==> config.mk <==
export PLATFORM = sky130hd
export DESIGN_NAME = gray_seq_ctrl
export DESIGN_NICKNAME = d
export VERILOG_FILES = /design/src/rtl/gray_seq_ctrl_pkg.sv /design/src/rtl/bin_to_gray.sv /design/src/rtl/gray_seq_fsm.sv /design/src/rtl/gray_to_bin.sv /design/src/rtl/gray_seq_ctrl.sv
export SDC_FILE = /design/constraint.sdc
export NUM_CORES = 1
export LEC_CHECK = 0
export BUFFER_PORTS_ARGS = -buffer_cell sky130_fd_sc_hd__buf_4
export CAP_MARGIN = 20
export CORE_MARGIN = 2
export CORE_UTILIZATION = 25
export DETAILED_ROUTE_END_ITERATION = 7
export GPL_ROUTABILITY_DRIVEN = 0
export PLACE_DENSITY_LB_ADDON = 0.3
export SYNTH_ARGS = -nofsm -noshare
export SYNTH_HDL_FRONTEND = slang
export SYNTH_SLANG_ARGS = --single-unit
==> constraint.sdc <==
create_clock -name clk -period 3 [get_ports clk]
set_clock_uncertainty 0.15 [all_clocks]
set_input_delay 0.3 -clock clk [delete_from_list [all_inputs] [get_ports clk]]
set_output_delay 0.3 -clock clk [all_outputs]
set_load 0.02 [all_outputs]
==> src/rtl/gray_seq_ctrl_pkg.sv <==
// Shared constants for the Gray-code sequencer: FSM state encoding and count limits.
package gray_seq_ctrl_pkg;

    localparam int unsigned GSC_WIDTH = 4;
    localparam int unsigned CNT_MAX   = (1 << GSC_WIDTH) - 1;

    localparam logic [1:0] ST_IDLE = 2'd0;
    localparam logic [1:0] ST_RUN  = 2'd1;
    localparam logic [1:0] ST_DONE = 2'd2;

endpackage

==> src/rtl/bin_to_gray.sv <==
// Combinational binary-to-Gray encoder.
module bin_to_gray #(
    parameter int unsigned WIDTH = 4
) (
    input  logic [WIDTH-1:0] bin,
    output logic [WIDTH-1:0] gray
);

    assign gray = bin ^ (bin >> 1);

endmodule

==> src/rtl/gray_seq_fsm.sv <==
// Sequencer control: state register, run-parameter latches and registered busy/done/wrap flags.
module gray_seq_fsm
    import gray_seq_ctrl_pkg::*;
#(
    parameter int unsigned WIDTH = GSC_WIDTH
) (
    input  logic             clk,
    input  logic             reset,
    input  logic             start,
    input  logic             stop,
    input  logic             step_en,
    input  logic             dir_up,
    input  logic             mode_wrap,
    input  logic [WIDTH-1:0] term_bin,
    input  logic             load_en,
    input  logic [WIDTH-1:0] count,
    input  logic [WIDTH-1:0] next_count,
    output logic             dir_q,
    output logic             load_c,
    output logic             step_c,
    output logic             busy,
    output logic             done,
    output logic             wrap
);

    localparam logic [WIDTH-1:0] CNT_TOP = {WIDTH{1'b1}};

    logic [1:0]       r_state;
    logic             r_dir;
    logic             r_mode;
    logic [WIDTH-1:0] r_term;
    logic             r_busy;
    logic             r_done;
    logic             r_wrap;

    logic [1:0]       w_state_nxt;
    logic             w_dir_nxt;
    logic             w_mode_nxt;
    logic [WIDTH-1:0] w_term_nxt;
    logic             w_wrap_nxt;

    // Next-state, latch updates and datapath strobes
    always_comb begin
        w_state_nxt = r_state;
        w_dir_nxt   = r_dir;
        w_mode_nxt  = r_mode;
        w_term_nxt  = r_term;
        w_wrap_nxt  = 1'b0;
        load_c      = 1'b0;
        step_c      = 1'b0;
        case (r_state)
            ST_IDLE: begin
                if (load_en) begin
                    load_c = 1'b1;
                end else if (start) begin
                    w_dir_nxt  = dir_up;
                    w_mode_nxt = mode_wrap;
                    w_term_nxt = term_bin;
                    w_state_nxt = (!mode_wrap && (count == term_bin)) ? ST_DONE : ST_RUN;
                end
            end
            ST_RUN: begin
                if (stop) begin
                    w_state_nxt = ST_IDLE;
                end else if (step_en) begin
                    step_c = 1'b1;
                    if (r_mode) begin
                        w_wrap_nxt = r_dir ? (count == CNT_TOP) : (count == '0);
                    end else if (next_count == r_term) begin
                        w_state_nxt = ST_DONE;
                    end
                end
            end
            ST_DONE: w_state_nxt = ST_IDLE;
            default: w_state_nxt = ST_IDLE;
        endcase
    end

    always_ff @(posedge clk) begin
        if (reset) begin
            r_state <= ST_IDLE;
            r_dir   <= 1'b1;
            r_mode  <= 1'b0;
            r_term  <= '0;
            r_busy  <= 1'b0;
            r_done  <= 1'b0;
            r_wrap  <= 1'b0;
        end else begin
            r_state <= w_state_nxt;
            r_dir   <= w_dir_nxt;
            r_mode  <= w_mode_nxt;
            r_term  <= w_term_nxt;
            r_busy  <= (w_state_nxt == ST_RUN);
            r_done  <= (w_state_nxt == ST_DONE);
            r_wrap  <= w_wrap_nxt;
        end
    end

    assign dir_q = r_dir;
    assign busy  = r_busy;
    assign done  = r_done;
    assign wrap  = r_wrap;

endmodule

==> src/rtl/gray_to_bin.sv <==
// Combinational Gray-to-binary decoder: each binary bit is the XOR of all Gray bits at or above it.
module gray_to_bin #(
    parameter int unsigned WIDTH = 4
) (
    input  logic [WIDTH-1:0] gray,
    output logic [WIDTH-1:0] bin
);

    for (genvar i = 0; i < WIDTH; i++) begin : g_bit
        assign bin[i] = ^gray[WIDTH-1:i];
    end

endmodule

==> src/rtl/gray_seq_ctrl.sv <==
// Gray-code counter sequencer top: count register plus encode/decode converters around the control FSM.
module gray_seq_ctrl
    import gray_seq_ctrl_pkg::*;
#(
    parameter int unsigned WIDTH = GSC_WIDTH
) (
    input  logic             clk,
    input  logic             reset,
    input  logic             start,
    input  logic             stop,
    input  logic             step_en,
    input  logic             dir_up,
    input  logic             mode_wrap,
    input  logic [WIDTH-1:0] term_bin,
    input  logic             load_en,
    input  logic [WIDTH-1:0] load_gray,
    output logic [WIDTH-1:0] gray_out,
    output logic [WIDTH-1:0] bin_out,
    output logic             busy,
    output logic             done,
    output logic             wrap
);

    logic [WIDTH-1:0] r_count;
    logic [WIDTH-1:0] r_gray;
    logic [WIDTH-1:0] w_next_bin;
    logic [WIDTH-1:0] w_next_gray;
    logic [WIDTH-1:0] w_load_bin;
    logic             w_dir;
    logic             w_load;
    logic             w_step;

    // Modulo step in the latched direction
    assign w_next_bin = w_dir ? (r_count + WIDTH'(1)) : (r_count - WIDTH'(1));

    gray_seq_fsm #(.WIDTH(WIDTH)) u_fsm (
        .clk        (clk),
        .reset      (reset),
        .start      (start),
        .stop       (stop),
        .step_en    (step_en),
        .dir_up     (dir_up),
        .mode_wrap  (mode_wrap),
        .term_bin   (term_bin),
        .load_en    (load_en),
        .count      (r_count),
        .next_count (w_next_bin),
        .dir_q      (w_dir),
        .load_c     (w_load),
        .step_c     (w_step),
        .busy       (busy),
        .done       (done),
        .wrap       (wrap)
    );

    bin_to_gray #(.WIDTH(WIDTH)) u_enc (
        .bin  (w_next_bin),
        .gray (w_next_gray)
    );

    gray_to_bin #(.WIDTH(WIDTH)) u_dec (
        .gray (load_gray),
        .bin  (w_load_bin)
    );

    // Binary and Gray registers always update together so the pair never disagrees
    always_ff @(posedge clk) begin
        if (reset) begin
            r_count <= '0;
            r_gray  <= '0;
        end else if (w_load) begin
            r_count <= w_load_bin;
            r_gray  <= load_gray;
        end else if (w_step) begin
            r_count <= w_next_bin;
            r_gray  <= w_next_gray;
        end
    end

    assign gray_out = r_gray;
    assign bin_out  = r_count;

endmodule
## Word-level counts from Yosys, hierarchy flattened

Index checks and enable logic that the tools add are counted.

- Output and inout port bits: 11
- Bits in writable memories: 0
- Memories: 0
- Bits of input ports: 16
- Memory bits (read-only): 0
- Bits in latches: 0
- Flip-flop bits (word level): 19
- Logic and storage cells: 51

- Equal/unequal tests: 6
- $mul: 0
- Bitwise logic cells: 5
- Add/subtract/negate cells: 2
- Reductions and logical operators: 10
- Divide/modulo/power cells: 0
- Multiplexer cells: 19
- Magnitude comparators: 0
- Shifts and indexed selects: 0

Operators by type and width:

| cell | count |
|---|---|
| $mux 4 | 5 |
| $mux 2 | 7 |
| $eq 4x4->1 | 2 |
| $mux 1 | 6 |
| $reduce_or 5->1 | 1 |
| $add 4x1->4 const B | 1 |
| $eq 2x1->1 const B | 2 |
| $eq 4x4->1 const B | 1 |
| $logic_not 4->1 | 1 |
| $not 1->1 | 4 |
| $pmux 2 s2 | 1 |
| $reduce_xor 4->1 | 1 |
| $sub 4x1->4 const B | 1 |
| $xor 4x3->4 | 1 |
| $reduce_and 3->1 | 1 |
| $reduce_xor 3->1 | 1 |
| $eq 2x2->1 const B | 1 |
| $logic_not 2->1 | 1 |
| $reduce_bool 2->1 | 1 |
| $reduce_xor 2->1 | 1 |
| $logic_and 1x1->1 | 1 |
| $logic_not 1->1 | 1 |

## Depth between registers and ports, before layout

Gate-level depths: netlist (run 1).

- Word-level depth: 9
- Mapped depth: 7
- Depth with buffers taken out: 6

## Hierarchy

A second synthesis (run 1) with hierarchy kept.

- Cells, all modules: 123
- Area, all modules: 1222.4 um2

Modules (own cells, without submodules):

| module | sequential area each (um2) | times used | cells an instance | area an instance (um2) |
|---|---|---|---|---|
| gray_seq_fsm | 220.2 | 1 | 65 | 613.1 |
| gray_seq_ctrl | 160.2 | 1 | 49 | 525.5 |
| gray_to_bin | 0.0 | 1 | 5 | 50.0 |
| bin_to_gray | 0.0 | 1 | 4 | 33.8 |

## Worst setup path before layout (run 1)

No wires, ideal clock.

- Kind: flip-flop to flip-flop
- Start point: register r_count[0] (netlist: bin_out[0])
- End point: register u_fsm.r_done (netlist: u_fsm.done)
- Period minus slack after synthesis: 2.172 ns
- Library setup time: 0.092 ns
- Slack: 0.828 ns
- Required time: 2.758 ns
- Stages on the path, launching flop included: 8
- Arrival: 1.930 ns
- Buffers on the path: 1
- Path through: dfxtp_1 buf_6 inv_1 fa_1 xnor2_1 nor4b_2 nand2_1 o32ai_1

- Cells in the longest elaborated chain, start to end: 9
- Elaborated cells on any way between the ends: 15
- Those cells by class: add/sub: 2; eq/ne: 3; mux: 9; reduce/logical: 1

Ends and longest elaborated chain:

| item | line | text |
|---|---|---|
| start: declaration | gray_seq_ctrl.sv:24 | `logic [WIDTH-1:0] r_count;` |
| start signal: assignment | gray_seq_ctrl.sv:72 | `r_count <= w_load_bin;` |
| start signal: assignment | gray_seq_ctrl.sv:75 | `r_count <= w_next_bin;` |
| $sub 4x1->4 or $add 4x1->4 (tied branches) | gray_seq_ctrl.sv:34 | `assign w_next_bin = w_dir ? (r_count + WIDTH'(1)) : (r_count - WIDTH'(1));` |
| $mux 4 | gray_seq_ctrl.sv:34 |  |
| $eq 4x4->1 | gray_seq_fsm.sv:69 | `end else if (next_count == r_term) begin` |
| $mux 2 | gray_seq_fsm.sv:69 |  |
| $mux 2 | gray_seq_fsm.sv:67 | `if (r_mode) begin` |
| $mux 2 | gray_seq_fsm.sv:65 | `end else if (step_en) begin` |
| $mux 2 | gray_seq_fsm.sv:63 | `if (stop) begin` |
| $pmux 2 s2 (*) | gray_seq_fsm.sv:51 | `case (r_state)` |
| $eq 2x2->1 (*) | gray_seq_fsm.sv:94 | `r_done <= (w_state_nxt == ST_DONE);` |
| end signal: assignment | gray_seq_fsm.sv:94 |  |
| end: declaration | gray_seq_fsm.sv:33 | `logic r_done;` |

Mark *: on every way between the ends. The rest lies on a longest branch, timed or not.
A chain may end at the register's enable or synchronous reset.

## Final worst setup path (run 1)

Same ends and word-level chain as after synthesis.

==> results.json, run 1 <==
{
  "syn_nets": 136,
  "tritoncts": "done",
  "timing.critical_path.max_delay_family": "adder cells",
  "power.total_w": 0.000699,
  "postSynth.asyncResetShare_pct": 0,
  "clk_pin_slew_ps": 70,
  "slew_headroom_pct": 69.6,
  "timing_hold_violations_final": 0,
  "start_util_pct": 25.4,
  "r2r-start": "bin_out[0]",
  "avgRoutedWirePerCell_um": 13.3,
  "reg2regPathDepth": 6,
  "finalCoreUtilization_pct": 32.3,
  "vias_per_cell": 4.74,
  "wirelength_um": 2590,
  "grt_max_degree": 13,
  "portion_of_the_post_synthesis_area_used_by_sequential_elements_pct": 33.0,
  "synthesis.instances": 117,
  "crit_path_start_kind": "flip-flop",
  "path_class": "reg2reg",
  "fp.dieArea_sq_um": 4910,
  "rr_endpoint": "u_fsm.done",
  "design.core.area_sq_um": 4290,
  "postcts_setup_bufs": 0,
  "min-delay-path-class": "in2reg",
  "h-tree-depth": 1,
  "antenna-diode-count": 0,
  "worst_path_largest_cell_delay_ps": 660,
  "cap_viol_max_count": 0,
  "clk-insertion-delay-late_ps": 260,
  "gr-total-overflow": 0,
  "filler_cell_count": 445,
  "syn_area_per_cell_sq_um": 9.34,
  "synth_top_area_share_pct": 33.0,
  "die-width_um": 70.1,
  "outcome": "finished clean",
  "synth-main-ff-cell": "sky130_fd_sc_hd__dfxtp_1",
  "synth_top_cell_by_area": "sky130_fd_sc_hd__dfxtp_1",
  "powerDensity_nw_per_um2": 503,
  "first_iter_violations": 54,
  "seq_cell_area_sq_um": 360,
  "dp_worst_setup_slack_ps": 715,
  "fmax_ghz": 0.437,
  "r2r_slack_ps": 710,
  "synth.area.top_cells": "sky130_fd_sc_hd__dfxtp_1 33%, sky130_fd_sc_hd__xnor2_1 6.4%, sky130_fd_sc_hd__xor2_1 5.6%, sky130_fd_sc_hd__mux2i_1 5.5%, sky130_fd_sc_hd__nand2_1 3.8%",
  "final_critical_path_setup_slack_ps": 714,
  "cts-root-to-sink-buffers": 2,
  "num_vias": 925,
  "timing.critical_path.buf_inv": 1,
  "globalRouteTotalUtil_pct": 11.7,
  "syn_to_final_growth_pct": 27.1,
  "post_cts_resized": 0,
  "placementRows": 24,
  "hp-start": "dir_up",
  "clock-root-buffer": "sky130_fd_sc_hd__clkbuf_8",
  "synth-edff-count": 0,
  "finalCriticalPeriod_ps": 2290,
  "critical_path_cell_sequence": "inv_1 > fa_1 > xnor2_1 > nor4b_2 > nand2_1 > o32ai_1",
  "worst_ep_arrival_time_ps": 2290,
  "power.static_leakage_nw": 0.584,
  "ys_seq_elements": 18,
  "worst_pin_slew_ps": 450,
  "synth_warnings": 0,
  "dr_drc_count": 0,
  "grt_first_pass_wirelength_um": 4530,
  "max-vdd-ir-drop_uv": 158,
  "route.antenna.remaining_nets": 0,
  "port_buffers": 26,
  "setup-tns-final_ps": 0,
  "slew_violations": 0,
  "setup-violations-final": 0,
  "worst_hold_path.num_cells": 3,
  "post-route-period-util_pct": 76.2,
  "dp_hpwl_um": 2040,
  "worstPathRequired_ps": 3010,
  "boundaryPins": 27,
  "crit_path_top_delay_cell": "sky130_fd_sc_hd__fa_1",
  "endpoint_of_the_worst_hold_path": "u_fsm.dir_q",
  "critical_path_peak_fanout": 8,
  "clock_sink_count": 18,
  "grt_antenna_before_repair": 0,
  "ctsHoldBuffers": 0,
  "critPathLaunch": "bin_out[0]",
  "drtPass1Iterations": 4,
  "total_number_of_nets_in_the_final_design": 163,
  "multi_input_area_sq_um": 687,
  "via_count_of_the_first_global_routing_pass": 962,
  "syn_area_sq_um": 1090,
  "yosys.cell_types.count": 38,
  "die-height_um": 70.1,
  "timing.critical_path.to_type": "flip-flop",
  "total_clock_buffers_created_by_cts": 3,
  "layout-drive-gt1-share_pct": 26.6,
  "grt_setup_unrepaired": "no"
}
[stage by stage]
step | cells | instance area (sq um) | hold WS (ps)
floorplan | 117 | 1090 | 286
global placement | 191 | 1330 | 342
detailed placement | 191 | 1330 | 347
CTS | 195 | 1390 | 114
global route | 195 | 1390 | 144
finish | 195 | 1390 | 117
[cell families (layout without fill, tap and decap cells)]
family	Yosys count	after routing	share of synthesized area [%]
AND/OR/NAND/NOR	39	39	20.2
XOR/XNOR	19	19	18.6
buffers and inverters	10	36	4.70
flip-flops	18	18	33.0
multiplexers	6	6	5.50
adder cells (fa/ha/maj)	3	3	4.12
AO/OA/AOI/OAI	22	22	14.0
[synthesized netlist by cell type (all sizes together), types with 3 or more instances]
library cell and number:
o211ai 5, nor2 11, xnor2 10, buf 4, o21ai 3, dfxtp 18, mux2i 6, nand2 11
xor2 8, inv 5, a21oi 5
[cell type report]
type / instances / area share, %
multi-input cells: 89 / 49.5
well taps: 52 / 4.68
repair buffers: 27 / 14.6
flip-flops and latches: 18 / 25.9
clock buffers: 4 / 3.96
inverters: 5 / 1.35
[flip-flops by register name (all words and copies together) (netlist names)]
name / cells
u_fsm.r_mode: 1
u_fsm.r_state: 2
u_fsm.r_term: 4
u_fsm.dir_q: 1
u_fsm.wrap: 1
u_fsm.done: 1
bin_out: 3
u_fsm.busy: 1
gray_out: 4
[worst max-delay path by stage]
stage | end | cells past startpoint | slack (ps)
5_1_grt | u_fsm.r_state[1] | 6 | 430
6_report | u_fsm.done | 6 | 710
4_1_cts | u_fsm.done | 6 | 690
3_5_place_dp | u_fsm.done | 6 | 720
2_1_floorplan | u_fsm.done | 7 | 830
3_3_place_gp | u_fsm.done | 6 | 830
[worst min-delay path, stage by stage]
cell	delay, ps
sky130_fd_sc_hd__buf_4	80
sky130_fd_sc_hd__nand2_1	40
sky130_fd_sc_hd__o211ai_1	70
[placed cells by master, fill, tap and decap left out]
master / Yosys / layout
sky130_fd_sc_hd__o221ai_1: 1 / 1
sky130_fd_sc_hd__clkbuf_8: 0 / 4
sky130_fd_sc_hd__or4_1: 2 / 2
sky130_fd_sc_hd__mux2i_1: 6 / 6
sky130_fd_sc_hd__and3_1: 1 / 1
sky130_fd_sc_hd__nand3b_1: 2 / 2
sky130_fd_sc_hd__o211ai_1: 5 / 5
sky130_fd_sc_hd__nand2_1: 11 / 11
sky130_fd_sc_hd__a311oi_1: 2 / 2
sky130_fd_sc_hd__a211oi_1: 1 / 1
sky130_fd_sc_hd__dfxtp_1: 18 / 18
sky130_fd_sc_hd__and4_1: 1 / 1
sky130_fd_sc_hd__nor4b_2: 1 / 2
sky130_fd_sc_hd__xnor2_2: 2 / 2
sky130_fd_sc_hd__a21o_1: 2 / 2
sky130_fd_sc_hd__nand2b_1: 2 / 2
sky130_fd_sc_hd__o21ai_0: 3 / 3
sky130_fd_sc_hd__xnor3_1: 1 / 1
sky130_fd_sc_hd__and2_1: 2 / 2
sky130_fd_sc_hd__and3_2: 1 / 1
sky130_fd_sc_hd__nand3_1: 2 / 2
sky130_fd_sc_hd__xor2_2: 1 / 1
sky130_fd_sc_hd__fa_1: 1 / 1
sky130_fd_sc_hd__o32ai_1: 2 / 2
sky130_fd_sc_hd__and4bb_1: 1 / 1
sky130_fd_sc_hd__ha_1: 2 / 2
sky130_fd_sc_hd__a21oi_1: 5 / 5
sky130_fd_sc_hd__nor2_1: 10 / 10
sky130_fd_sc_hd__or3_1: 1 / 1
sky130_fd_sc_hd__buf_4: 1 / 27
sky130_fd_sc_hd__xnor2_1: 8 / 8
sky130_fd_sc_hd__xor2_1: 7 / 7
sky130_fd_sc_hd__nor2_4: 1 / 1
sky130_fd_sc_hd__o41ai_1: 1 / 1
sky130_fd_sc_hd__inv_1: 5 / 5
[report_power, final]
part	switching [W]	internal [W]
combinational	0.000111	0.000106
clock	0.0000843	0.000117
sequential	0.0000235	0.000257
[layer usage]
layer  vias up  track usage [%]  wire length, um
li1        463                -                -
met2        20             18.5             1240
met1       437             14.8             1200
met3         5             2.89              107
met4         0             5.56               48
met5         -                0                0
Note: power is estimated with default switching activity, not from simulation.
==> inputs of run 2 (changes only) <==
- clock period: 3 -> 2.2 ns (I/O delays scaled with it)
==> results.json, run 2 (same netlist as run 1, synthesis figures left out) <==
{
  "outcome": "finished clean",
  "worst_ep_arrival_time_ps": 2000,
  "finalCriticalPeriod_ps": 1990,
  "die-width_um": 70.1,
  "route.antenna.remaining_nets": 0,
  "grt_antenna_before_repair": 0,
  "clock-root-buffer": "sky130_fd_sc_hd__clkbuf_8",
  "pwr-share-comb_pct": 35.3,
  "total_clock_buffers_created_by_cts": 3,
  "path_class": "reg2reg",
  "drtPass1Iterations": 4,
  "crit_path_start_kind": "flip-flop",
  "fp.dieArea_sq_um": 4910,
  "dp_hpwl_um": 2140,
  "total_number_of_nets_in_the_final_design": 167,
  "powerDensity_nw_per_um2": 667,
  "worstPathRequired_ps": 2210,
  "ctsHoldBuffers": 0,
  "avgRoutedWirePerCell_um": 14.0,
  "first_iter_violations": 66,
  "power_frac_seq_pct": 39.6,
  "cap_viol_max_count": 0,
  "slew_headroom_pct": 69.0,
  "post_cts_resized": 0,
  "dpl-instance-area_sq_um": 1360,
  "p_int_w": 0.000631,
  "port_buffers": 26,
  "fin_worst_hold_slack_ps": 40.6,
  "power.switching_fraction_pct": 32.6,
  "max-vdd-ir-drop_uv": 194,
  "placementRows": 24,
  "antenna-diode-count": 0,
  "timing.critical_path.to_type": "flip-flop",
  "fmax_ghz": 0.502,
  "setup-tns-final_ps": 0,
  "globalRouteTotalUtil_pct": 12.1,
  "clk_pin_slew_ps": 70,
  "switching_power_w": 0.000305,
  "grt_setup_unrepaired": "no",
  "r2r-start": "u_fsm.dir_q",
  "layout.cells.most_common": "sky130_fd_sc_hd__buf_4",
  "cts-root-to-sink-buffers": 2,
  "num_vias": 949,
  "critPathLaunch": "u_fsm.dir_q",
  "setup-violations-final": 0,
  "worst_pin_slew_ps": 465,
  "critical_path.endpoint": "u_fsm.r_state[1]",
  "clock_power_share_pct": 25.1,
  "postcts_setup_bufs": 0,
  "critical_path_peak_fanout": 5,
  "layout.cells.most_common_list": "31 x sky130_fd_sc_hd__buf_4, 18 x sky130_fd_sc_hd__dfxtp_1, 11 x sky130_fd_sc_hd__nand2_1, 10 x sky130_fd_sc_hd__nor2_1, 8 x sky130_fd_sc_hd__xnor2_1",
  "wirelength_um": 2770,
  "clk-insertion-delay-late_ps": 260,
  "clock_sink_count": 18,
  "post-route-period-util_pct": 90.5,
  "reg2regPathDepth": 6,
  "syn_to_final_growth_pct": 28.6,
  "design.core.area_sq_um": 4290,
  "start_util_pct": 25.4,
  "vias_per_cell": 4.79,
  "power.static_leakage_nw": 0.597,
  "slew_violations": 0,
  "boundaryPins": 27,
  "postLayoutCellArea_sq_um": 1410,
  "h-tree-depth": 1,
  "gr-total-overflow": 0,
  "via_count_of_the_first_global_routing_pass": 995,
  "die-height_um": 70.1,
  "dr_drc_count": 0,
  "grt_max_degree": 13,
  "min-delay-path-class": "in2reg",
  "layout-drive-gt1-share_pct": 28.1,
  "rr_endpoint": "u_fsm.r_state[1]",
  "timing_hold_violations_final": 0,
  "tritoncts": "done",
  "r2r_slack_ps": 210,
  "hp-start": "dir_up",
  "grt_first_pass_wirelength_um": 4700
}
[run 2: metal layers]
metal | global-route usage (%) | vias up | wire length, um
met5 | 0 | - | 0
met4 | 5.56 | 0 | 34
met3 | 2.60 | 2 | 123
met2 | 20.1 | 25 | 1350
met1 | 15.0 | 452 | 1260
li1 | - | 470 | -
[run 2: metrics by stage]
step	utilization (%)	total power, W	std cells	setup WS [ps]
final	32.7	0.000937	198	209
after global routing	32.7	0.000992	198	16.2
after CTS	32.7	0.000943	198	180
after detailed placement	31.8	0.000711	195	211
after global placement	31.8	0.000707	195	215
after floorplan	-	0.000600	117	27.7
[run 2: worst min path at each step]
stage,endpoint,depth (start not counted)
floorplan,gray_out[0],2
global placement,u_fsm.dir_q,3
detailed placement,u_fsm.dir_q,3
CTS,u_fsm.dir_q,3
global route,u_fsm.dir_q,3
finish,u_fsm.dir_q,3
[run 2: critical path, stage by stage, from the launching register on]
cell and delay (ps):
sky130_fd_sc_hd__dfxtp_1 430, sky130_fd_sc_hd__inv_1 110, sky130_fd_sc_hd__ha_1 360, sky130_fd_sc_hd__xor2_2 260
sky130_fd_sc_hd__xor2_1 220, sky130_fd_sc_hd__nand2_1 100, sky130_fd_sc_hd__o32ai_1 250
[run 2: layout make-up]
class	count	area (sq um)
clock buffers	3	41.3
multi-input cells	89	687
fillers	456	2890
repair buffers	31	233
flip-flops and latches	18	360
well taps	52	65.1
inverters	5	18.8
[run 2: power groups by stage]
stage	logic [W]	clock network, W	registers (W)
floorplan	0.000201	0	0.000399
global placement	0.000329	0	0.000378
detailed placement	0.000332	0	0.000378
CTS	0.000333	0.000239	0.000371
global route	0.000359	0.000258	0.000375
finish	0.000330	0.000236	0.000371
